### src/rtl/mem_master.sv
// Single-outstanding request bridge onto a synchronous single-port-style RAM
// with one-cycle registered read data; one write per 2 cycles, one read per 4.
module mem_master #(
  parameter int DATA_WIDTH = 16,
  parameter int ADDR_WIDTH = 9
) (
  input  logic                  clk,
  input  logic                  reset_n,
  input  logic                  req_valid,
  output logic                  req_ready,
  input  logic                  req_write,
  input  logic [ADDR_WIDTH-1:0] req_addr,
  input  logic [DATA_WIDTH-1:0] req_wdata,
  output logic                  rsp_valid,
  input  logic                  rsp_ready,
  output logic [DATA_WIDTH-1:0] rsp_rdata,
  output logic [ADDR_WIDTH-1:0] ram_read_address,
  output logic [ADDR_WIDTH-1:0] ram_write_address,
  output logic                  ram_write,
  output logic [DATA_WIDTH-1:0] ram_din,
  input  logic [DATA_WIDTH-1:0] ram_dout
);

  localparam logic [2:0] IDLE    = 3'd0;
  localparam logic [2:0] WRITE   = 3'd1;
  localparam logic [2:0] RD_ADDR = 3'd2;
  localparam logic [2:0] RD_DATA = 3'd3;
  localparam logic [2:0] RESP    = 3'd4;

  logic [2:0] state, state_nxt;
  logic       accept;

  assign accept = req_valid && (state == IDLE);

  always_comb begin
    state_nxt = state;
    case (state)
      IDLE:    if (req_valid) state_nxt = req_write ? WRITE : RD_ADDR;
      WRITE:   state_nxt = IDLE;
      RD_ADDR: state_nxt = RD_DATA;
      RD_DATA: state_nxt = RESP;
      RESP:    if (rsp_ready) state_nxt = IDLE;
      default: state_nxt = IDLE;
    endcase
  end

  always_ff @(posedge clk or negedge reset_n) begin
    if (!reset_n) state <= IDLE;
    else          state <= state_nxt;
  end

  // The RAM-facing registers double as the request latch, so they hold
  // their values until the next accepted request of the matching type.
  always_ff @(posedge clk or negedge reset_n) begin
    if (!reset_n) begin
      ram_read_address  <= '0;
      ram_write_address <= '0;
      ram_din           <= '0;
      rsp_rdata         <= '0;
    end else begin
      if (accept && req_write) begin
        ram_write_address <= req_addr;
        ram_din           <= req_wdata;
      end
      if (accept && !req_write) ram_read_address <= req_addr;
      if (state == RD_DATA) rsp_rdata <= ram_dout;
    end
  end

  assign req_ready = (state == IDLE);
  assign ram_write = (state == WRITE);
  assign rsp_valid = (state == RESP);

endmodule

### config.mk
export PLATFORM = sky130hd
export DESIGN_NAME = mem_master
export DESIGN_NICKNAME = d
export VERILOG_FILES = /design/src/rtl/mem_master.sv
export SDC_FILE = /design/constraint.sdc
export NUM_CORES = 1
export LEC_CHECK = 0
export ABC_AREA = 1
export BUFFER_PORTS_ARGS = -buffer_cell sky130_fd_sc_hd__buf_2
export CORE_MARGIN = 2
export CORE_UTILIZATION = 46
export CTS_CLUSTER_DIAMETER = 120
export CTS_CLUSTER_SIZE = 8
export DETAILED_ROUTE_END_ITERATION = 8
export GPL_ROUTABILITY_DRIVEN = 0
export PLACE_DENSITY = 0.82
export SKIP_CTS_REPAIR_TIMING = 1
export SLEW_MARGIN = 20
export SYNTH_ARGS = -nofsm -noshare
export SYNTH_HDL_FRONTEND = slang
export SYNTH_SLANG_ARGS = --single-unit
### constraint.sdc
create_clock -name clk -period 1.4 [get_ports clk]
set_clock_uncertainty 0.05 [all_clocks]
set_input_delay 0.14 -clock clk [delete_from_list [all_inputs] [get_ports clk]]
set_output_delay 0.14 -clock clk [all_outputs]
set_load 0.01 [all_outputs]
Word level (Yosys, flattened, before mapping)
Index checks and enable logic that the tools add are counted.
{"block": "classes", "n_eq_ne": 6, "n_reduce_logical": 6, "mux": 4}
{"operator": "$pmux W3 S4", "n": 1}
{"operator": "$eq A3 B2 Y1 const B", "n": 2}
{"operator": "$mux W3", "n": 2}
{"operator": "$eq A3 B1 Y1 const B", "n": 1}
{"operator": "$eq A3 B3 Y1 const B", "n": 1}
{"operator": "$logic_and A1 B1 Y1", "n": 3}
{"operator": "$logic_not A3 Y1", "n": 1}
{"operator": "$mux W2", "n": 1}
{"operator": "$ne A2 B1 Y1 const B", "n": 1}
{"operator": "$ne A2 B2 Y1 const B", "n": 1}
{"operator": "$reduce_and A2 Y1", "n": 1}
{"operator": "$logic_not A1 Y1", "n": 1}
{"block": "totals", "elab_cells": 21, "input_bits": 46, "reg_bits": 53}

Logic depth before layout (Yosys ltp)
{"block": "logic_depth", "depth_word": 3, "ltp_mapped": 6, "mapped_depth_nobuf": 5}

Worst setup path before layout
Ideal clock, no wire load.
{"block": "synth_path", "path_type": "register -> register", "from": "reg state[0]", "to": "reg ram_din[10]", "arrival_time_ps": 1088, "path_stages_with_launch": 7, "required_ps": 1285, "setup_ps": 65, "period_less_slack_ps": 1203, "path_slack_ps": 197, "path_cell_list": "dfrtp_1 -> nor2_4 -> nand3_2 -> nor2_4 -> buf_6 -> nand2_1 -> nand2_1"}
{"block": "synth_between", "elab_chain_len": 3}
{"element": "start, declared", "line": "30", "source": "logic [2:0] state, state_nxt;"}
{"element": "start signal, assigned", "line": "49", "source": "else state <= state_nxt;"}
{"element": "$logic_not A3 Y1", "line": "33", "source": "assign accept = req_valid && (state == IDLE);"}
{"element": "$logic_and A1 B1 Y1", "line": "33"}
{"element": "$logic_and A1 B1 Y1", "line": "61", "source": "if (accept && req_write) begin"}
{"element": "end signal, assigned", "line": "63", "source": "ram_din <= req_wdata;"}
{"element": "end, declared", "line": "20", "source": "output logic [DATA_WIDTH-1:0] ram_din,"}
No other way between the ends.
A chain may end at the register's enable or synchronous reset.

Worst setup path in the final report
{"block": "layout_path", "from": "reg state[0]", "to": "out req_ready"}
{"block": "layout_between", "elab_chain_len": 1}
{"element": "$logic_not A3 Y1", "line": "70", "source": "assign req_ready = (state == IDLE);"}
{"element": "end, declared", "line": "10", "source": "output logic req_ready,"}
No other way between the ends.

==> metrics.yaml <==
yosys.area.top_type: "dfrtp_1"
synth-simple-area-share_pct: 26.8
drt-initial-drc-count: 114
layout.nets: 400
wirelength_um: 5230
antenna_violating_nets_post_route: 0
grt_pass1_vias: 1666
critPathMaxStageDelay_ns: 0.46
leakagePower_nw: 1.72
avgSynthCellArea_um2: 9.11
worst_pin_slew_ns: 0.370
grt_max_degree: 54
cts_buffers: 5
synth_seq_area_share_pct: 61.7
yosysWarnings: 0
synth_top_family_by_area: "simple AND/OR/NAND/NOR gates"
synth-main-ff-cell: "dfrtp_1"
diodes: 0
synth_compound_area_share_pct: 4.89
vias_per_cell: 4.70
cts_max_level: 2
clk_path_buf_depth: 2
syn_to_final_growth_pct: 37.8
power.total_mw: 6.06
setup_tns_ns: -0.107
regArea_um2: 1330
grt_first_pass_wirelength_um: 7470
wire_per_inst_um: 12.9
synth_fp_nets: 282
worst_ep_arrival_time_ns: 1.29
start_util_pct: 48.7
cp-end-kind: "output pin"
hold_viol: 9
async_flop_share_pct: 100
root_buffer: "clkbuf_8"
slew_viol_final: 0
track_usage_pct: 18.6
yosys.area_share.xor_xnor_pct: 0
die_area_um2: 5240
die_y_um: 72.4
synth_area_leaders: "dfrtp_1 62%, nand2_1 21%, o21ai_0 4.7%, inv_1 3.8%, buf_6 2.1%"
gr-total-overflow: 0
fin_crit_sh_pct: 106
cts_num_sinks: 53
cp.required_ns: 1.21
whs_ns: -0.0194
status: "complete, but fails checks"
synth_adder_area_share_pct: 0
rsz0062_at_grt: "yes"
worstPathCellList: "nor2_4 -> nand2_1 -> inv_1 -> buf_2"
synth_common_cells: "119 x nand2_1, 53 x dfrtp_1, 22 x inv_1"
max_freq_mhz: 676
power_density_nw_per_um2: 2040
place_hpwl_um: 3260
ir_drop_mv: 1.06
cts_tree: "done"
start_kind: "flop"
multi_input_area_um2: 726
max-slew-margin-rel_pct: 75.3
period_minus_slack_ns: 1.48
crit_path_top_delay_cell: "dfrtp_2"
cap_violations: 0
rows: 24
hold_path_class: "in2reg"
core_um2: 4410
path_clk_slew_ns: 0.09
crit_type: "reg2out"
failed_checks: "hold timing, setup timing"
drc: 0
fillers: 349
fin_ws_ns: -0.0786
syn_inst: 236
dp.cells: 382
dr.pass1.iters: 4
cp_top_family: "flip-flops"
drive_gt1_share_pct: 35.2
syn_area_um2: 2150
clk_latency_ns: 0.29
die_x_um: 72.4
port_buffers: 98
synth.most_common_cell: "nand2_1"
final_cells: 407
synth.area.mux_share_pct: 0
synth_top_area_share_pct: 61.7
synth-edff-count: 0
route.vias.total: 1912
setup_viol: 3
io_pins: 99
crit_path_max_fanout: 6
synth_seq_cells: 53
synth_cell_types: 17
crit_buf_inv: 2
grt_antenna_before_repair: 0
[worst reg2reg max path, delay by kind of cell (launching register included)]
family / cells / cell delay, ns
simple gates: 4 / 0.82
flops: 1 / 0.46
[cells by family after synthesis]
family | Yosys count
simple gates | 133
flops | 53
compound gates | 21
buf+inv | 29
[per-layer routing]
layer  vias to the layer above  part of all wire (%)  global-route usage (%)
met2                        77                    49                    29.0
met4                         0                   1.5                    7.13
met3                         7                   6.3                    4.72
met1                       874                    43                    25.2
li1                        954                     -                       -
met5                         -                     0                       0
[path summary, 6_finish.rpt]
check	start	to	slack, ns	cells past startpoint
max in group asynchronous	reset_n	state[1]	0.74	3
min in group asynchronous	reset_n	ram_din[1]	0.30	3
max reg2reg	state[0]	ram_din[13]	-0.03	4
min reg2reg	ram_read_address[5]	ram_read_address[5]	0.43	2
min	req_wdata[4]	ram_din[4]	-0.02	3
max	state[0]	req_ready	-0.08	4
[per-stage QoR]
step / setup slack [ns] / util, % / instance area [um2] / hold slack (ns)
detailed placement: -0.0205 / 61.0 / 2690 / 0.103
global route: -0.146 / 67.1 / 2960 / 0.000521
finish: -0.0786 / 67.1 / 2960 / -0.0194
CTS: -0.0729 / 62.8 / 2770 / -0.220
floorplan: 0.197 / - / 2150 / -0.206
global placement: 0.0480 / 61.0 / 2690 / 0.106
[cell usage in the layout, fill, tap and decap left out]
cell           synthesis  layout
nor2_1                 3       3
nand3_1                1       1
buf_2                  2      98
nand4_4                1       2
a21oi_1                1       1
clkbuf_1               1       3
nand2_1              119     119
inv_4                  0       1
nand3_2                1       1
dlygate4sd3_1          0      11
buf_4                  0       5
nand4_2                1       1
nand2_2                2       2
dfrtp_2                0       2
nand3_4                1       2
buf_12                 0       2
dfrtp_1               53      51
clkbuf_8               0       5
nor2_4                 3       4
inv_1                 22      21
o21ai_0               20      20
[report_power, final]
group	total, mW	internal (mW)	switching [mW]
sequential	2.67	2.26	0.413
clock	0.811	0.356	0.454
combinational	2.58	1.08	1.49
total	6.06	3.70	2.36
[state kept, by name (all words and copies together) (netlist names)]
signal             count
ram_din               16
rsp_rdata             16
ram_write_address      9
state                  3
ram_read_address       9
[layout make-up]
type | count | area share [%]
flip-flops and latches | 53 | 44.8
inverters | 22 | 2.87
repair buffers | 116 | 22.9
multi-input cells | 156 | 24.5
well taps | 52 | 2.20
clock buffers | 8 | 2.70
Power figures use the tool's default switching activity.
